`src/rtl/stopwatch_pkg.sv`:
```
// Shared constants and helpers for the stopwatch core: segment decode,
// per-digit modulus and counter width sizing.
package stopwatch_pkg;

    localparam logic [6:0] SEG_BLANK = 7'h7F;

    // Bits needed to hold 0..max_val; never less than one.
    function automatic int unsigned cnt_width(input int unsigned max_val);
        return (max_val < 2) ? 1 : $clog2(max_val + 1);
    endfunction

    function automatic int unsigned presc_width(input int unsigned tick_div);
        return cnt_width(tick_div - 1);
    endfunction

    function automatic int unsigned scan_width(input int unsigned scan_div);
        return cnt_width(scan_div - 1);
    endfunction

    function automatic int unsigned deb_width(input int unsigned cycles);
        return cnt_width(cycles - 1);
    endfunction

    // Digits 3 and 5 hold tens of seconds / tens of minutes.
    function automatic int unsigned mod_of(input int unsigned i);
        return (i == 3 || i == 5) ? 6 : 10;
    endfunction

    // Active-low {g,f,e,d,c,b,a}; non-decimal codes blank the digit.
    function automatic logic [6:0] seg_decode(input logic [3:0] d);
        logic [6:0] s;
        case (d)
            4'd0:    s = 7'h40;
            4'd1:    s = 7'h79;
            4'd2:    s = 7'h24;
            4'd3:    s = 7'h30;
            4'd4:    s = 7'h19;
            4'd5:    s = 7'h12;
            4'd6:    s = 7'h02;
            4'd7:    s = 7'h78;
            4'd8:    s = 7'h00;
            4'd9:    s = 7'h10;
            default: s = SEG_BLANK;
        endcase
        return s;
    endfunction

endpackage

```
`src/rtl/button_debounce.sv`:
```
// Two-flop synchroniser plus stability counter for one raw button;
// emits a one-cycle pulse on each accepted press.
module button_debounce
    import stopwatch_pkg::*;
#(
    parameter int unsigned DEBOUNCE_CYCLES = 1_000_000
) (
    input  logic clk,
    input  logic rst,
    input  logic btn_raw,
    output logic btn_level,
    output logic btn_press
);

    localparam int unsigned DW = deb_width(DEBOUNCE_CYCLES);

    logic          sync1_q, sync1_d;
    logic          sync2_q, sync2_d;
    logic          level_q, level_d;
    logic          press_q, press_d;
    logic [DW-1:0] cnt_q,   cnt_d;

    // Counter runs only while the synced input disagrees with the stable level.
    always_comb begin
        sync1_d = btn_raw;
        sync2_d = sync1_q;
        level_d = level_q;
        press_d = 1'b0;
        cnt_d   = '0;
        if (sync2_q != level_q) begin
            if (cnt_q == DW'(DEBOUNCE_CYCLES - 1)) begin
                level_d = sync2_q;
                press_d = sync2_q;
            end else begin
                cnt_d = cnt_q + DW'(1);
            end
        end
    end

    always_ff @(posedge clk or negedge rst) begin
        if (!rst) begin
            sync1_q <= 1'b0;
            sync2_q <= 1'b0;
            level_q <= 1'b0;
            press_q <= 1'b0;
            cnt_q   <= '0;
        end else begin
            sync1_q <= sync1_d;
            sync2_q <= sync2_d;
            level_q <= level_d;
            press_q <= press_d;
            cnt_q   <= cnt_d;
        end
    end

    assign btn_level = level_q;
    assign btn_press = press_q;

endmodule

```
`src/rtl/stopwatch_mux_core.sv`:
```
// N-digit BCD stopwatch with debounced start/stop and clear buttons and a
// multiplexed active-low 7-segment driver. Define LAP_EN for lap freeze.
module stopwatch_mux_core
    import stopwatch_pkg::*;
#(
    parameter int unsigned CLK_HZ          = 100_000_000,
    parameter int unsigned TICK_HZ         = 100,
    parameter int unsigned N_DIGITS        = 4,
    parameter int unsigned DEBOUNCE_CYCLES = 1_000_000,
    parameter int unsigned SCAN_DIV        = 100_000
) (
    input  logic                  clk,
    input  logic                  rst,
    input  logic                  button0,
    input  logic                  button1,
    output logic [6:0]            seg,
    output logic [N_DIGITS-1:0]   an,
    output logic                  running,
    output logic [4*N_DIGITS-1:0] count_bcd
);

    localparam int unsigned TICK_DIV = CLK_HZ / TICK_HZ;
    localparam int unsigned PW       = presc_width(TICK_DIV);
    localparam int unsigned SW       = scan_width(SCAN_DIV);
    localparam int unsigned IW       = cnt_width(N_DIGITS - 1);
    localparam int unsigned CW       = 4 * N_DIGITS;

    logic level0, level1, press0, press1;
    logic unused_levels;

    button_debounce #(.DEBOUNCE_CYCLES(DEBOUNCE_CYCLES)) u_db0 (
        .clk       (clk),
        .rst       (rst),
        .btn_raw   (button0),
        .btn_level (level0),
        .btn_press (press0)
    );

    button_debounce #(.DEBOUNCE_CYCLES(DEBOUNCE_CYCLES)) u_db1 (
        .clk       (clk),
        .rst       (rst),
        .btn_raw   (button1),
        .btn_level (level1),
        .btn_press (press1)
    );

    assign unused_levels = level0 ^ level1;

    logic          running_q, running_d;
    logic [CW-1:0] count_q,   count_d;
    logic [PW-1:0] presc_q,   presc_d;
    logic [SW-1:0] scan_q,    scan_d;
    logic [IW-1:0] idx_q,     idx_d;
    logic [6:0]    seg_q,     seg_d;
    logic [N_DIGITS-1:0] an_q, an_d;

    logic          tick_c;
    logic          clear_c;
    logic [CW-1:0] disp_c;
    logic [CW-1:0] count_inc;
    logic [3:0]    digit_sel;

`ifdef LAP_EN
    logic [CW-1:0] lap_q, lap_d;
    logic          frozen_q, frozen_d;

    // Lap while running; any press1 while stopped drops the freeze.
    always_comb begin
        lap_d    = lap_q;
        frozen_d = frozen_q;
        if (press1) begin
            if (running_q) begin
                frozen_d = 1'b1;
                lap_d    = count_q;
            end else begin
                frozen_d = 1'b0;
            end
        end
    end

    always_ff @(posedge clk or negedge rst) begin
        if (!rst) begin
            lap_q    <= '0;
            frozen_q <= 1'b0;
        end else begin
            lap_q    <= lap_d;
            frozen_q <= frozen_d;
        end
    end

    assign clear_c = press1 & ~running_q & ~frozen_q;
    assign disp_c  = frozen_q ? lap_q : count_q;
`else
    assign clear_c = press1;
    assign disp_c  = count_q;
`endif

    assign tick_c = running_q && (presc_q == PW'(TICK_DIV - 1));

    // Mixed-radix ripple increment of the whole count in one cycle.
    always_comb begin : p_inc
        logic carry;
        carry     = 1'b1;
        count_inc = count_q;
        for (int i = 0; i < N_DIGITS; i++) begin
            if (carry) begin
                if (count_q[4*i +: 4] == 4'(mod_of(i) - 1)) begin
                    count_inc[4*i +: 4] = 4'd0;
                end else begin
                    count_inc[4*i +: 4] = count_q[4*i +: 4] + 4'd1;
                    carry = 1'b0;
                end
            end
        end
    end

    // Clear overrides toggle; prescaler is parked at zero whenever stopped.
    always_comb begin
        running_d = running_q ^ press0;
        count_d   = tick_c ? count_inc : count_q;
        presc_d   = presc_q;
        if (running_q) begin
            presc_d = tick_c ? '0 : presc_q + PW'(1);
        end
        if (clear_c) begin
            running_d = 1'b0;
            count_d   = '0;
        end
        if (!running_d) begin
            presc_d = '0;
        end
    end

    always_comb begin
        digit_sel = 4'd0;
        for (int i = 0; i < N_DIGITS; i++) begin
            if (idx_q == IW'(i)) digit_sel = disp_c[4*i +: 4];
        end
    end

    always_comb begin
        scan_d = scan_q + SW'(1);
        idx_d  = idx_q;
        if (scan_q == SW'(SCAN_DIV - 1)) begin
            scan_d = '0;
            idx_d  = (idx_q == IW'(N_DIGITS - 1)) ? '0 : idx_q + IW'(1);
        end
        an_d  = ~(N_DIGITS'(1) << idx_q);
        seg_d = seg_decode(digit_sel);
    end

    always_ff @(posedge clk or negedge rst) begin
        if (!rst) begin
            running_q <= 1'b0;
            count_q   <= '0;
            presc_q   <= '0;
            scan_q    <= '0;
            idx_q     <= '0;
            seg_q     <= SEG_BLANK;
            an_q      <= '1;
        end else begin
            running_q <= running_d;
            count_q   <= count_d;
            presc_q   <= presc_d;
            scan_q    <= scan_d;
            idx_q     <= idx_d;
            seg_q     <= seg_d;
            an_q      <= an_d;
        end
    end

    assign seg       = seg_q;
    assign an        = an_q;
    assign running   = running_q;
    assign count_bcd = count_q;

endmodule

```
`config.mk`:
```
export PLATFORM = sky130hd
export DESIGN_NAME = stopwatch_mux_core
export DESIGN_NICKNAME = d
export VERILOG_FILES = /design/src/rtl/stopwatch_pkg.sv /design/src/rtl/button_debounce.sv /design/src/rtl/stopwatch_mux_core.sv
export SDC_FILE = /design/constraint.sdc
export NUM_CORES = 1
export LEC_CHECK = 0
export ABC_AREA = 0
export BUFFER_PORTS_ARGS = -buffer_cell sky130_fd_sc_hd__clkbuf_2
export CORE_MARGIN = 2
export CORE_UTILIZATION = 29
export DETAILED_ROUTE_END_ITERATION = 10
export SLEW_MARGIN = 10
export SYNTH_ARGS = -nofsm -noshare
export SYNTH_HDL_FRONTEND = slang
export SYNTH_SLANG_ARGS = --single-unit
```
`constraint.sdc`:
```
create_clock -name clk -period 2.5 [get_ports clk]
set_input_delay 0.625 -clock clk [delete_from_list [all_inputs] [get_ports clk]]
set_output_delay 0.625 -clock clk [all_outputs]
set_load 0.03 [all_outputs]
```
; ---- After elaboration in Yosys (flattened, before gate mapping)
; Memory sizes are Yosys's and may differ from the RTL's. A register that Yosys moved wholly into a read port is not among the register bits.
; Index checks and enable logic that the tools add are counted.
[op_classes]
shifts = 1
muxes = 32
bitwise_logic = 2
add_sub_neg = 9
eq_ne = 14
reduce_logical = 12
[op_table]
columns = operator, count
row1 = $mux 20, 7
row2 = $add 20x1->20 const B, 3
row3 = $eq 20x20->1 const B, 3
row4 = $mux 4, 11
row5 = $mux 16, 2
row6 = $add 17x1->17 const B, 1
row7 = $eq 17x17->1 const B, 1
row8 = $mux 17, 1
row9 = $add 4x1->4 const B, 4
row10 = $eq 4x4->1 const B, 3
row11 = $mux 1, 10
row12 = $reduce_and 2->1, 5
row13 = $reduce_bool 2->1, 4
row14 = $eq 2x2->1 const B, 2
row15 = $eq 4x3->1 const B, 1
row16 = $not 4->4, 1
row17 = $shl 1x2->4 const A, 1
row18 = $add 2x1->2 const B, 1
row19 = $eq 2x1->1 const B, 1
row20 = $logic_not 2->1, 1
row21 = $mux 2, 1
row22 = $ne 1x1->1, 2
row23 = $ne 2x2->1 const B, 1
row24 = $logic_and 1x1->1, 1
row25 = 2 further kinds, 2
[totals]
ff_bits = 108
output_inout_bits = 28
romBits = 112
word_cells = 90
inputBits = 4
memories = 1
[memory_table]
columns = name, depth, word_bits, rd, rd_ports_with_merged_regs, wr, line_no
row1 = (no name shown), 16, 7, 1, 1, 0, stopwatch_pkg.sv:32  ; case (d)

; ---- Depth between registers and ports, before layout
; Gate-level depths: netlist of the first run.
[logic_depth]
ltp_word = 7
depth_mapped = 9
mapped_depth_nobuf = 8

; ---- Modules after synthesis
; A second synthesis of the first run with hierarchy kept.
[hier_totals]
cells_unflattened = 572
hier_area_um2 = 5843.1
[modules_own_cells]
columns = mod, seq_area_each_um2, area_each_um2, instances, cells_per_inst
row1 = stopwatch_mux_core, 1690.4, 3473.3, 1, 358
row2 = button_debounce, 600.6, 1184.9, 2, 107

; ---- Worst setup path after synthesis of the first run
; Ideal clock, no wire load.
[synth_timing]
kind = register to register
startpoint = reg running_q (netlist: running)
endpoint = reg count_q[6] (netlist: count_bcd[6])
required_ns = 2.422
slack_ns = 0.091
synth_period_minus_slack_ns = 2.409
n_path_buf = 1
arrival_ns = 2.331
setup_time_ns = 0.078
path_stages_with_launch = 7
path_cell_list = dfrtp_1 clkdlybuf4s50_2 nand3b_1 nor4_4 nand3_1 or4_1 a21oi_1
[synth_between]
elab_chain_len = 3
[synth_lines]
columns = element, line_no
row1 = start: declaration, stopwatch_mux_core.sv:49  ; logic running_q, running_d;
row2 = start signal: assignment, stopwatch_mux_core.sv:162  ; running_q <= running_d;
row3 = $logic_and 1x1->1, stopwatch_mux_core.sv:98  ; assign tick_c = running_q && (presc_q == PW'(TICK_DIV - 1));
row4 = $reduce_bool 2->1 (no line), --
row5 = $reduce_and 2->1 (no line), --
row6 = end signal: assignment, stopwatch_mux_core.sv:163  ; count_q <= count_d;
row7 = end: declaration, stopwatch_mux_core.sv:50  ; logic [CW-1:0] count_q, count_d;
; Every way passes these cells.
; A chain may end at the register's enable or synchronous reset.

; ---- Worst setup path in the final report of the first run
[layout_timing]
startpoint = reg presc_q[7]
endpoint = reg count_q[10] (netlist: count_bcd[10])
[layout_between]
elab_chain_len = 4
[layout_lines]
columns = element, line_no
row1 = start: declaration, stopwatch_mux_core.sv:51  ; logic [PW-1:0] presc_q, presc_d;
row2 = start signal: assignment, stopwatch_mux_core.sv:164  ; presc_q <= presc_d;
row3 = $eq 20x20->1, stopwatch_mux_core.sv:98
row4 = $logic_and 1x1->1, stopwatch_mux_core.sv:98
row5 = $reduce_bool 2->1 (no line), --
row6 = $reduce_and 2->1 (no line), --
; Every way passes these cells.

==> flow_summary.ini, run 1 <==
[timing]
max_slew_margin_pct = 31.0
maxSlewViolCount = 0
tightest_slew_ns = 1.03
min_period_ns = 2.26
fin_setup_tns_ns = 0
skew_ns = 0.00912
period_share_pct = 90.6
hold_viol = 0
timing.fmax_mhz = 442
setup_viol = 0
setup_ws_ns = 0.235
rsz0062_at_grt = false

[global_route]
grt_usage_pct = 11.5
grt_pass1_vias = 4002
grt_pass1_wl_um = 18900
grt_start_max_net_pins = 65
grt_util_met3_pct = 3.86
grt_util_met2_pct = 17.8
met1_usage_pct = 15.3
grt_most_used_layer = met2
antenna_found_initial = 0
grt_overflow = 0

[synthesis]
netlist_top_cells_area = dfrtp_1 47%, xor2_1 6.6%, nor2_1 5.7%
async_flop_share_pct = 100
syn_inst = 555
syn_nets = 576
ys_dominant_reg_cell = dfrtp_1
synth_seq_cells = 115
yosys_warnings = 0
synth_cell_types = 57
synth_edf_count = 0
synth_top_cell_area_share_pct = 46.6
yosysTopAreaCell = dfrtp_1
ys_seq_area_share_pct = 51.8
syn-cell-area_um2 = 5580
avgSynthCellArea_um2 = 10.1

[routing]
firstDrtPassIters = 4
final_antenna_net_count = 0
wl_per_cell_um = 12.7
routed_wl_um = 10900
remaining_drc_errors = 0
vias = 4093
first_iter_violations = 173
vias_per_cell = 4.76

[power]
peakVddDrop_v = 0.000453
leakage_nw = 3.00
p_per_area_nw_per_um2 = 673

[critical_path]
reg2reg_to = count_bcd[10]
worstSetupPathType = reg2reg
rrSetupSlack_ns = 0.24
crit_required_ns = 2.84
r2r-start = presc_q[7]
path_max_fanout = 12
crit_arrival_ns = 2.60
critPathLaunchType = flip-flop
rr_worst_depth = 6
end_kind = flip-flop

[cells_and_area]
area_delta_synth_final_pct = 21.1
antenna_cells = 0
layout-drive-gt1-share_pct = 16.5
layout.nets = 633

[floorplan]
coreArea_um2 = 18800
dieWidth_um = 143
core.rowCount = 50
dieArea_um2 = 20400
initial_core_util_pct = 29.7
die_y_um = 143
io_pins = 32

[placement]
io_buffers = 31
dp_slack_ns = 0.136
place_congestion = 0.776
hpwl_um = 7340

[min_path]
hold_class = in2async

[run_status]
status = finished clean

[cts]
cts.htree.levels = 4
cts.sinks = 115
clock-root-buffer = clkbuf_16
cts_resized = 0
insertion_delay_ns = 0.41
clockBufferDepth = 2
cts_buffers = 17
cts_tree = yes
clk_pin_slew_ns = 0.05

[run]
maxCapViolCount = 0
power by group:
group / leakage, nW / internal [mW] / switching [mW] / total [mW]
clock: 0.314 / 1.77 / 0.816 / 2.59
combinational: 1.14 / 0.0185 / 0.0527 / 0.0712
sequential: 1.54 / 1.88 / 0.0106 / 1.89
total: 3.00 / 3.67 / 0.879 / 4.55
registers in the layout (all words and copies together) (netlist names):
register         flops
an                   4
count_bcd           16
idx_q                2
presc_q             20
running              1
scan_q              17
seg                  7
u_db0.btn_level      1
u_db0.btn_press      1
u_db0.cnt_q         20
u_db0.sync1_q        1
u_db0.sync2_q        1
u_db1.btn_level      1
u_db1.btn_press      1
u_db1.cnt_q         20
u_db1.sync1_q        1
u_db1.sync2_q        1
cells in the final DEF, fill, tap and decap left out, types with 3 or more instances in the layout:
| cell type | synthesis | layout |
|---|---|---|
| mux2i_1 | 3 | 3 |
| nor2_1 | 84 | 84 |
| inv_1 | 16 | 16 |
| o211ai_1 | 3 | 3 |
| and4_1 | 6 | 6 |
| and3_1 | 13 | 13 |
| clkbuf_1 | 5 | 3 |
| o21ai_0 | 12 | 12 |
| nand3b_1 | 5 | 5 |
| buf_4 | 1 | 17 |
| clkbuf_8 | 0 | 4 |
| or3_2 | 3 | 3 |
| xnor2_1 | 25 | 25 |
| nand2b_1 | 6 | 6 |
| ha_1 | 17 | 17 |
| a21oi_1 | 19 | 19 |
| xor2_1 | 42 | 42 |
| or4_1 | 4 | 4 |
| nor3_1 | 5 | 5 |
| mux2_2 | 3 | 3 |
| clkbuf_2 | 0 | 30 |
| nor2b_1 | 9 | 9 |
| dfrtp_1 | 104 | 104 |
| nor3b_1 | 6 | 6 |
| nand4_1 | 19 | 19 |
| bufinv_16 | 0 | 4 |
| nand3_1 | 36 | 36 |
| nor4_1 | 7 | 7 |
| nand2_1 | 50 | 50 |
| or3_1 | 6 | 6 |
| clkbuf_16 | 0 | 17 |
| dfstp_2 | 11 | 11 |
metal layers:
layer / vias up / share of wire (%)
met4: 0 / 0.62
met1: 1988 / 50
met5: - / 0
li1: 2035 / -
met3: 9 / 3.8
met2: 61 / 46
critical path: stages (launching register included):
cell     delay [ns]
dfrtp_1        0.39
or4bb_1        0.53
nor4_4         0.31
nand4_1        0.15
buf_4          0.21
or4_1          0.46
a21oi_1        0.15
cell families after synthesis:
group / share of synthesized area [%]
AND/OR/NAND/NOR: 25.1
multiplexers: 1.14
XOR/XNOR: 10.5
adder cells (fa/ha/maj): 3.81
AO/OA/AOI/OAI: 5.56
buffers and inverters: 2.06
flip-flops: 51.8
cell type report:
class / count / area, um^2
Sequential cell: 115 / 2890
Clock buffer: 24 / 492
Timing Repair Buffer: 48 / 298
Multi-Input combinational cell: 414 / 2570
Fill cell: 1883 / 12000
Tap cell: 234 / 293
Inverter: 16 / 60.1
Clock inverter: 8 / 148
per-stage QoR:
step	hold WS [ns]	util (%)	power (mW)	instance area (um^2)	instances
floorplan	0.329	-	1.94	5580	555
global placement	0.337	32.6	1.99	6120	827
detailed placement	0.342	32.6	1.99	6120	827
CTS	0.136	36.0	4.62	6760	859
global route	0.147	36.0	4.71	6760	859
finish	0.133	36.0	4.55	6760	859
synth_stat cells (all sizes together), types with 2 or more instances:
cell and number:
nand4 19, a21oi 19, xor2 42, and4 7, or3 9, nor3b 6
nor3 5, nor2b 9, a211oi 2, and2 3, a21o 2, dfstp 11
nor4 8, nand3b 5, nand3 36, and3 14, or4 5, o211ai 3
o21ai 12, nand2 50, inv 16, or2 2, xnor2 25, mux2 3
o31ai 2, mux2i 3, nand4b 2, clkbuf 5, buf 3, dfrtp 104
ha 17, nand2b 6, nor2 84
timing repair:
action                     4_1_cts  5_1_grt
setup endpoints to repair        0        1
hold buffers                     0        0
hold endpoints to repair         0        0
setup buffers                    0        0
how the worst max path moves through the flow:
stage	depth (start not counted)	end	slack, ns	from
after global routing	6	count_bcd[10]	0.08	presc_q[6]
after floorplan	6	count_bcd[6]	0.09	running
final	6	count_bcd[10]	0.24	presc_q[7]
after global placement	6	count_bcd[10]	0.13	presc_q[13]
after detailed placement	6	count_bcd[10]	0.14	presc_q[13]
after CTS	6	count_bcd[10]	0.12	presc_q[13]
No activity file was read; power rests on OpenSTA's default activity.
==> inputs of run 2 (changes only) <==
Settings changed: CTS_BUF_LIST set to sky130_fd_sc_hd__clkbuf_4.
Clock period 2.5 ns to 2.48 ns, I/O delays scaled along.
==> flow_summary.ini, run 2 (same netlist as run 1, synthesis figures left out) <==
[critical_path]
worstSetupPathType = reg2reg
slowest_stage = or4bb_4
end_kind = flip-flop
critPathLaunchType = flip-flop
cp_top_family = simple AND/OR/NAND/NOR gates
crit_buf_inv = 1
worst-path-stages = 6
crit_required_ns = 2.92
max_stage_delay_ns = 0.54
rr_worst_depth = 6
crit_arrival_ns = 2.80
path_max_fanout = 12
path_cells = or4bb_4, nor4_4, nand4_1, buf_4, or4_1, a21oi_1
rrSetupSlack_ns = 0.12

[cells_and_area]
layout_commonest_cell = dfrtp_1
layout.cells.non_filler = 862
nFillCells = 1932
fin_area_um2 = 6440
layout-drive-gt1-share_pct = 16.9
antenna_cells = 0
layout.nets = 636
reg_top3 = presc_q x20, u_db0.cnt_q x20, u_db1.cnt_q x20
area_delta_synth_final_pct = 15.4
final_cell_mix = 104 x dfrtp_1, 84 x nor2_1, 50 x nand2_1

[power]
finalPower_mw = 3.37
leakage_nw = 2.86
p_per_area_nw_per_um2 = 524
peakVddDrop_v = 0.000250

[global_route]
antenna_found_initial = 0
grt_overflow = 0
grt_usage_pct = 11.3
grt_pass1_vias = 3886
grt_pass1_wl_um = 18300
grt_start_max_net_pins = 52

[run]
maxCapViolCount = 0

[routing]
vias = 4093
final_antenna_net_count = 0
firstDrtPassIters = 4
remaining_drc_errors = 0
first_iter_violations = 217
wl_met2_um = 4810
highest-signal-layer = met4
wl_met3_um = 455
routed_wl_um = 10700
vias_per_cell = 4.75
wl_per_cell_um = 12.4
drt-met1-wl_um = 5340

[timing]
holdWs_ns = 0.205
fin_setup_tns_ns = 0
period_share_pct = 95.2
timing.fmax_mhz = 424
setup_viol = 0
max_slew_margin_pct = 30.6
hold_viol = 0
tightest_slew_ns = 1.04
min_period_ns = 2.36
skew_ns = 0.0176
maxSlewViolCount = 0
rsz0062_at_grt = false

[placement]
placed_area_um2 = 6140
dp_cells = 828
place_congestion = 0.776
io_buffers = 31
hpwl_um = 7270

[cts]
clock-root-buffer = clkbuf_4
insertion_delay_ns = 0.52
clockBufferDepth = 2
clk_pin_slew_ns = 0.10
cts.sinks = 115
cts_tree = yes
cts.htree.levels = 4
cts_buffers = 17

[floorplan]
dieArea_um2 = 20400
coreArea_um2 = 18800
die_y_um = 143
io_pins = 32
initial_core_util_pct = 29.7
core.rowCount = 50
dieWidth_um = 143

[run_status]
status = finished clean

[min_path]
hold_path_depth = 1
hold_class = in2reg
-- run 2: cell count changes in the layout (fill, tap and decap cells not counted), sizes merged --
cell,before,now
clkbuf,54,49
dlygate4sd3,0,1
buf,18,20
clkinvlp,0,2
clkinv,4,8
bufinv,4,3
-- run 2: final timing paths --
path	startpoint	endpoint
hold / removal	button1	u_db1.sync1_q
max in group asynchronous	rst	presc_q[2]
hold reg to reg	u_db0.sync1_q	u_db0.sync2_q
setup / recovery	presc_q[7]	count_bcd[10]
setup reg to reg	presc_q[7]	count_bcd[10]
min in group asynchronous	rst	scan_q[14]
-- run 2: stage by stage --
stage               util (%)  setup slack [ns]
global route            34.3           0.00122
detailed placement      32.7            0.0904
global placement        32.7             0.109
floorplan                  -            0.0710
finish                  34.3             0.119
CTS                     34.3            0.0821
-- run 2: layer usage --
| metal | vias to the layer above | track usage (%) |
|---|---|---|
| met2 | 55 | 17.3 |
| met5 | - | 0 |
| li1 | 2047 | - |
| met3 | 9 | 4.39 |
| met1 | 1982 | 14.9 |
| met4 | 0 | 3.44 |
-- run 2: where the power goes --
group | switching [mW] | internal, mW | leakage [nW]
logic | 0.0527 | 0.0217 | 1.16
clock network | 0.702 | 0.701 | 0.154
registers | 0.0110 | 1.89 | 1.54
total | 0.766 | 2.61 | 2.86
-- run 2: final cells by class --
type                       instances  area [um^2]  share of cell area [%]
clock buffer                      19          143                    2.21
timing repair buffer              51          335                    5.21
clock inverter                    13          141                    2.20
sequential                       115         2890                    44.9
inverter                          16         60.1                   0.932
tap                              234          293                    4.55
multi-input combinational        414         2580                    40.0
-- run 2: repair_timing --
item                                    CTS  global route
endpoints found under the setup margin    0             1
endpoints found under the hold margin    15             0
resized for setup                         0             1
setup buffers                             0             1
hold buffers                              1             0
-- run 2: worst register-to-register path, stage by stage, from the launching register on --
cell and delay [ns]:
dfrtp_1 0.42, or4bb_4 0.54, nor4_4 0.36, nand4_1 0.16, buf_4 0.21, or4_1 0.46
a21oi_1 0.15
